**src/rtl/aes128_cipher_iter.sv**
```systemverilog
// Iterative AES-128 encryption core: one cipher round per clock, driven by a
// pre-expanded 11-entry round-key schedule, with start/busy/done handshake.
module aes128_cipher_iter #(
    parameter int NR   = 10,
    parameter int KS_W = 1408
) (
    input  logic            clk,
    input  logic            rst,
    input  logic            start,
    input  logic [127:0]    plaintext,
    input  logic [KS_W-1:0] round_keys,
    output logic [127:0]    ciphertext,
    output logic            busy,
    output logic            done
);

    typedef logic [0:15][7:0] blk_t;

    typedef enum logic [1:0] {
        IDLE  = 2'd0,
        ROUND = 2'd1,
        FINAL = 2'd2
    } fsm_e;

    localparam logic [0:255][7:0] SBOX = {
        128'h637c777bf26b6fc53001672bfed7ab76, 128'hca82c97dfa5947f0add4a2af9ca472c0,
        128'hb7fd9326363ff7cc34a5e5f171d83115, 128'h04c723c31896059a071280e2eb27b275,
        128'h09832c1a1b6e5aa0523bd6b329e32f84, 128'h53d100ed20fcb15b6acbbe394a4c58cf,
        128'hd0efaafb434d338545f9027f503c9fa8, 128'h51a3408f929d38f5bcb6da2110fff3d2,
        128'hcd0c13ec5f974417c4a77e3d645d1973, 128'h60814fdc222a908846eeb814de5e0bdb,
        128'he0323a0a4906245cc2d3ac629195e479, 128'he7c8376d8dd54ea96c56f4ea657aae08,
        128'hba78252e1ca6b4c6e8dd741f4bbd8b8a, 128'h703eb5664803f60e613557b986c11d9e,
        128'he1f8981169d98e949b1e87e9ce5528df, 128'h8ca1890dbfe6426841992d0fb054bb16
    };

    function automatic blk_t sub_bytes(input blk_t s);
        blk_t o;
        for (int i = 0; i < 16; i++) begin
            o[4'(i)] = SBOX[s[4'(i)]];
        end
        return o;
    endfunction

    // Row r of the column-major state rotates left by r bytes.
    function automatic blk_t shift_rows(input blk_t s);
        blk_t o;
        for (int c = 0; c < 4; c++) begin
            for (int r = 0; r < 4; r++) begin
                o[4'(4 * c + r)] = s[4'(4 * ((c + r) % 4) + r)];
            end
        end
        return o;
    endfunction

    function automatic logic [7:0] xtime(input logic [7:0] b);
        return {b[6:0], 1'b0} ^ (b[7] ? 8'h1b : 8'h00);
    endfunction

    function automatic blk_t mix_columns(input blk_t s);
        blk_t       o;
        logic [7:0] a0, a1, a2, a3;
        for (int c = 0; c < 4; c++) begin
            a0 = s[4'(4 * c)];
            a1 = s[4'(4 * c + 1)];
            a2 = s[4'(4 * c + 2)];
            a3 = s[4'(4 * c + 3)];
            o[4'(4 * c)]     = xtime(a0) ^ xtime(a1) ^ a1 ^ a2 ^ a3;
            o[4'(4 * c + 1)] = a0 ^ xtime(a1) ^ xtime(a2) ^ a2 ^ a3;
            o[4'(4 * c + 2)] = a0 ^ a1 ^ xtime(a2) ^ xtime(a3) ^ a3;
            o[4'(4 * c + 3)] = xtime(a0) ^ a0 ^ a1 ^ a2 ^ xtime(a3);
        end
        return o;
    endfunction

    fsm_e                 fsm_q, fsm_d;
    logic [3:0]           rnd_q, rnd_d;
    blk_t                 state_q, state_d;
    logic [0:NR][127:0]   key_q, key_d;
    logic [127:0]         ct_q, ct_d;
    logic                 busy_q, busy_d;
    logic                 done_q, done_d;
    logic                 fin_q, fin_d;

    // FINAL spends two edges: the last round into the state register, then the
    // registered output update, so completion lands on the 11th edge after start.
    always_comb begin
        fsm_d   = fsm_q;
        rnd_d   = rnd_q;
        state_d = state_q;
        key_d   = key_q;
        ct_d    = ct_q;
        busy_d  = busy_q;
        done_d  = 1'b0;
        fin_d   = fin_q;
        case (fsm_q)
            IDLE: begin
                if (start) begin
                    key_d   = round_keys;
                    state_d = plaintext ^ round_keys[KS_W-1 -: 128];
                    rnd_d   = 4'd1;
                    busy_d  = 1'b1;
                    fin_d   = 1'b0;
                    fsm_d   = ROUND;
                end
            end
            ROUND: begin
                state_d = mix_columns(shift_rows(sub_bytes(state_q))) ^ key_q[rnd_q];
                rnd_d   = rnd_q + 4'd1;
                if (rnd_q == 4'(NR - 1)) begin
                    fsm_d = FINAL;
                end
            end
            FINAL: begin
                if (!fin_q) begin
                    state_d = shift_rows(sub_bytes(state_q)) ^ key_q[NR];
                    fin_d   = 1'b1;
                end else begin
                    ct_d   = state_q;
                    done_d = 1'b1;
                    busy_d = 1'b0;
                    fin_d  = 1'b0;
                    fsm_d  = IDLE;
                end
            end
            default: begin
                fsm_d  = IDLE;
                busy_d = 1'b0;
                fin_d  = 1'b0;
            end
        endcase
    end

    always_ff @(posedge clk or posedge rst) begin
        if (rst) begin
            fsm_q   <= IDLE;
            rnd_q   <= 4'd0;
            state_q <= '0;
            key_q   <= '0;
            ct_q    <= '0;
            busy_q  <= 1'b0;
            done_q  <= 1'b0;
            fin_q   <= 1'b0;
        end else begin
            fsm_q   <= fsm_d;
            rnd_q   <= rnd_d;
            state_q <= state_d;
            key_q   <= key_d;
            ct_q    <= ct_d;
            busy_q  <= busy_d;
            done_q  <= done_d;
            fin_q   <= fin_d;
        end
    end

    assign ciphertext = ct_q;
    assign busy       = busy_q;
    assign done       = done_q;

endmodule

```
**config.mk**
```make
export PLATFORM = sky130hd
export DESIGN_NAME = aes128_cipher_iter
export DESIGN_NICKNAME = d
export VERILOG_FILES = /design/src/rtl/aes128_cipher_iter.sv
export SDC_FILE = /design/constraint.sdc
export NUM_CORES = 1
export LEC_CHECK = 0
export ABC_AREA = 1
export CAP_MARGIN = 10
export CORE_AREA = 2 2 647 649
export DETAILED_ROUTE_END_ITERATION = 6
export DIE_AREA = 0 0 649 651
export PLACE_DENSITY = 0.32
export SLEW_MARGIN = 25
export SYNTH_ARGS = -nofsm -noshare
export SYNTH_HDL_FRONTEND = slang
export SYNTH_SLANG_ARGS = --single-unit
```
**constraint.sdc**
```tcl
create_clock -name clk -period 11.73 [get_ports clk]
set_clock_uncertainty 0.2 [all_clocks]
set_input_delay 2.346 -clock clk [delete_from_list [all_inputs] [get_ports clk]]
set_output_delay 2.346 -clock clk [all_outputs]
set_load 0.02 [all_outputs]
```
==> results <==
- The count of buffers added on input and output ports is 420.
- The clock transition at the registers of the reported paths is 0.06 ns.
- The residual antenna-violating net count after detailed routing is 0.
- The maximum number of pins on one net before global-route repair is 85.
- Of all nets on the critical path, the largest fanout is 50.
- The critical-path cell with the highest stage delay is sky130_fd_sc_hd__a21oi_1.
- The number of nets in the synthesized netlist is ~5400.
- The critical path required time is 12.14 ns.
- The synthesized netlist occupies a cell area of 0.0245 sq mm.
- The share of the clock period used by the worst path is 0.482.
- For this run, design rule violations remaining after detail routing come to 0.
- The routing usage on met3 is 0.0112.
- The net count of the finished layout is 5663.
- The setup TNS is 0 ns.
- The total clock sinks is between 200 and 300.
- The average routed wire per standard cell is 16.1 um.
- The synthesis-stage register bit count is a little under 300.
- The core region is 0.415 sq mm.
- Setup repair after global routing left no endpoint under its margin.
- The number of distinct library cells after synthesis is 34.
- Leaving out fill and tap cells, the most frequent cell in the layout is sky130_fd_sc_hd__nand2_1.
- The biggest area consumer among synthesized cells is sky130_fd_sc_hd__dfrtp_1.
- By area the synthesized netlist is led by sky130_fd_sc_hd__dfrtp_1 (30%), sky130_fd_sc_hd__nand3_1 (21%), sky130_fd_sc_hd__nand2_1 (18%).
- The longest clock path from root to sink contains 3 buffers.
- The global-route met2 utilization is 0.124.
- The endpoint arrival time on the critical path is 6.06 ns.
- The global-route layer with the greatest usage is met2.
- The transition time at the pin with the least slew margin is 1.05 ns.
- The multi-input combinational cell area is 0.0153 sq mm.
- The worst path needs 5.65 ns of the cycle, external delays included.
- The area growth from synthesis to layout is 48.5%.
- The synthesized design contains 0 enable-type register cells.
- Dividing the detail-routed via count by the number of cells gives 2.91.
- The category of the worst setup path capture point is a flop.
- The total congestion overflow is 0.
- The HPWL after detailed placement is 112000 um.
- The worst hold path belongs to the class reg -> reg.
- The first detailed-routing pass ran for 5 iterations.
- Among the stages of the critical path, the cell type that occurs most often is sky130_fd_sc_hd__nand2_1.
- The type of the worst setup path is in -> reg.
- Static timing analysis puts the maximum clock frequency at between 150 and 200 MHz.
- The maximum cell stage delay along the critical path is around 0.87 ns.
- The via count of the first global-routing pass is 27800.
- After synthesis, the share of flip-flops with an asynchronous set or reset is 1.00.
- The count of endpoints failing hold in the final timing report is 0.
- The die is around 650 um wide.
- The run finished with clean final reports.
- The most common flop cell mapped by yosys is sky130_fd_sc_hd__dfrtp_1.
- The post-cts resize count is 0.
- The first routing iteration left about 2700 violations.
- The global-route wire length before repair is 217000 um.
- After clock tree synthesis, the setup repair step added 0 buffers.
- Counting the buffers created by CTS gives 44.
- The critical path startpoint category is an input pin.
- The max-slew violation count is 0.
- After clock tree synthesis, the flow added hold-fix buffers numbering 0.
- The filler cells instantiated in the layout total between 40000 and 50000.
- The share of synthesized area in the top cell type comes to 0.303.
- In the final layout, the share of cells above drive strength 1 is 0.0672.
- The global placer's final weighted congestion is 0.859.
- The die area is approximately 0.42 sq mm.
- The cell at the root of the clock tree is sky130_fd_sc_hd__clkbuf_16.
- Headroom to the max-slew limit came out at 0.302.
- The number of levels the H-tree was split into is 2.
- The number of instances in the synthesized netlist is between 3000 and 4000.
- The synthesized area divided by synthesized cell count is 6.44 sq um.
- For this configuration, the core starts out at a cell density of 0.0590.
- Setup violations remaining at the end of the flow were counted as 0.
- The tightest hold path in the finished design has a slack of 0.275 ns.
- The die boundary height is 651 um.
- The worst hold path cell count is 2.
- Walking the worst path, the cells encountered are clkdlybuf4s50_1 -> inv_1 -> a21oi_4 -> inv_8 -> buf_4 -> a21oi_1 -> nand2_1 -> nand2_1.
- The met1 layer usage reported by global route is 0.0826.
- For this block, the routed nets add up to around 150000 um of wire.
- The area taken by flip-flops and latches is 0.00744 sq mm.
- The number of rows in the core area is ~240.
- The number of antenna violations at the first check in global routing is 17.
- The leakage power is around 14 nW.
- The number of placed I/O pins is 1669.
- The CTS tree is done.
- The peak ir drop on the vdd network is between 0.1 and 0.15 mV.
- During synthesis, Yosys emitted a total of 0 warnings.
- The depth of the worst register-to-register path is 7.
- The count of vias placed by the detailed router is 28000.
- Across the run, the number of max-cap violations was 0.
- For this run, the register share of the synthesized area comes to 0.303.
- The total track usage is 0.0706.
- In this run the power density over the cells is 292 mW/mm^2.
- The top cell types in the final layout, fill and taps aside, are sky130_fd_sc_hd__nand2_1 (1143), sky130_fd_sc_hd__nand3_1 (1026), sky130_fd_sc_hd__clkdlybuf4s50_1 (420), sky130_fd_sc_hd__dfrtp_1 (291), sky130_fd_sc_hd__a21oi_1 (226).
- The clock latency reported for the late side of the worst-skew pair is 0.67 ns.
power by group:
group,internal (mW),switching [mW]
combinational,2.14,5.30
clock,0.828,0.626
sequential,1.44,0.297
total,4.41,6.22
final timing paths:
check | from | endpoint | slack, ns
max in group asynchronous | rst | state_q[100] | 7.48
setup / recovery | start | state_q[95] | 6.08
setup reg to reg | fsm_q[0] | ciphertext[9] | 6.66
hold / removal | state_q[77] | state_q[77] | 0.28
min in group asynchronous | rst | ciphertext[26] | 1.98
hold reg to reg | state_q[77] | state_q[77] | 0.28
logic make-up after synthesis:
logic type      count (synthesis)  synth area share
flops                         297             0.303
buf+inv                       413            0.0727
simple gates                 2382             0.423
compound gates                525             0.114
xor+xnor                       34            0.0121
mux                            96            0.0441
fa+ha+maj                      62            0.0316
registers in the layout, summed over array words and instances (netlist names):
register,flops
ciphertext,128
done,1
state_q,128
fin_q,1
fsm_q,2
key_q,32
busy,1
rnd_q,4
area by class of cell:
cell class                      count  area share
Inverter                          143      0.0153
Timing Repair Buffer              477       0.128
Sequential cell                   297       0.204
Antenna cell                       14    0.000962
Clock inverter                     20     0.00787
Clock buffer                       59      0.0334
Multi-Input combinational cell   3099       0.421
Tap cell                         5497       0.189
worst max-delay path, delay by kind of cell:
family,cells,cell delay [ns]
compound gates,2,1.66
buf+inv,4,1.71
simple gates,2,0.20
cells in the mapped netlist, types with 2 or more instances:
cell                          n
sky130_fd_sc_hd__nor2_1     160
sky130_fd_sc_hd__o21ai_1      8
sky130_fd_sc_hd__nand2_1   1144
sky130_fd_sc_hd__nor2_2       2
sky130_fd_sc_hd__xnor2_1     33
sky130_fd_sc_hd__inv_2       14
sky130_fd_sc_hd__clkbuf_1   107
sky130_fd_sc_hd__o22ai_1      3
sky130_fd_sc_hd__mux2_2      92
sky130_fd_sc_hd__inv_1      119
sky130_fd_sc_hd__nand2_2     19
sky130_fd_sc_hd__nand3_1   1026
sky130_fd_sc_hd__ha_1        62
sky130_fd_sc_hd__dfrtp_1    297
sky130_fd_sc_hd__buf_4       17
sky130_fd_sc_hd__a21oi_2      2
sky130_fd_sc_hd__nand3b_1    12
sky130_fd_sc_hd__mux2_1       4
sky130_fd_sc_hd__clkinv_1    10
sky130_fd_sc_hd__buf_1       27
sky130_fd_sc_hd__o21ai_0    226
sky130_fd_sc_hd__a21oi_1    227
sky130_fd_sc_hd__buf_6        3
sky130_fd_sc_hd__o211ai_1    25
sky130_fd_sc_hd__o21a_1      32
sky130_fd_sc_hd__buf_2      116
sky130_fd_sc_hd__nand4_1     13
sky130_fd_sc_hd__or2_2        3
through the flow:
stage	total power [mW]	setup slack, ns	utilization	cells	instance area [sq um]
after detailed placement	9.18	5.27	0.0839	9512	34900
final	10.6	6.08	0.0877	9606	36400
after floorplan	6.38	0.980	-	3809	24500
after global routing	11.5	6.01	0.0877	9605	36400
after global placement	9.28	5.26	0.0839	9511	34800
after CTS	10.7	6.05	0.0875	9591	36400
per-layer routing:
layer | wire length (um) | share of wire
met2 | 77300 | 0.50
met1 | 61300 | 0.40
met3 | 8090 | 0.052
met5 | 64 | 0.00041
met4 | 8180 | 0.053
Note: power is estimated with default switching activity, not from simulation.
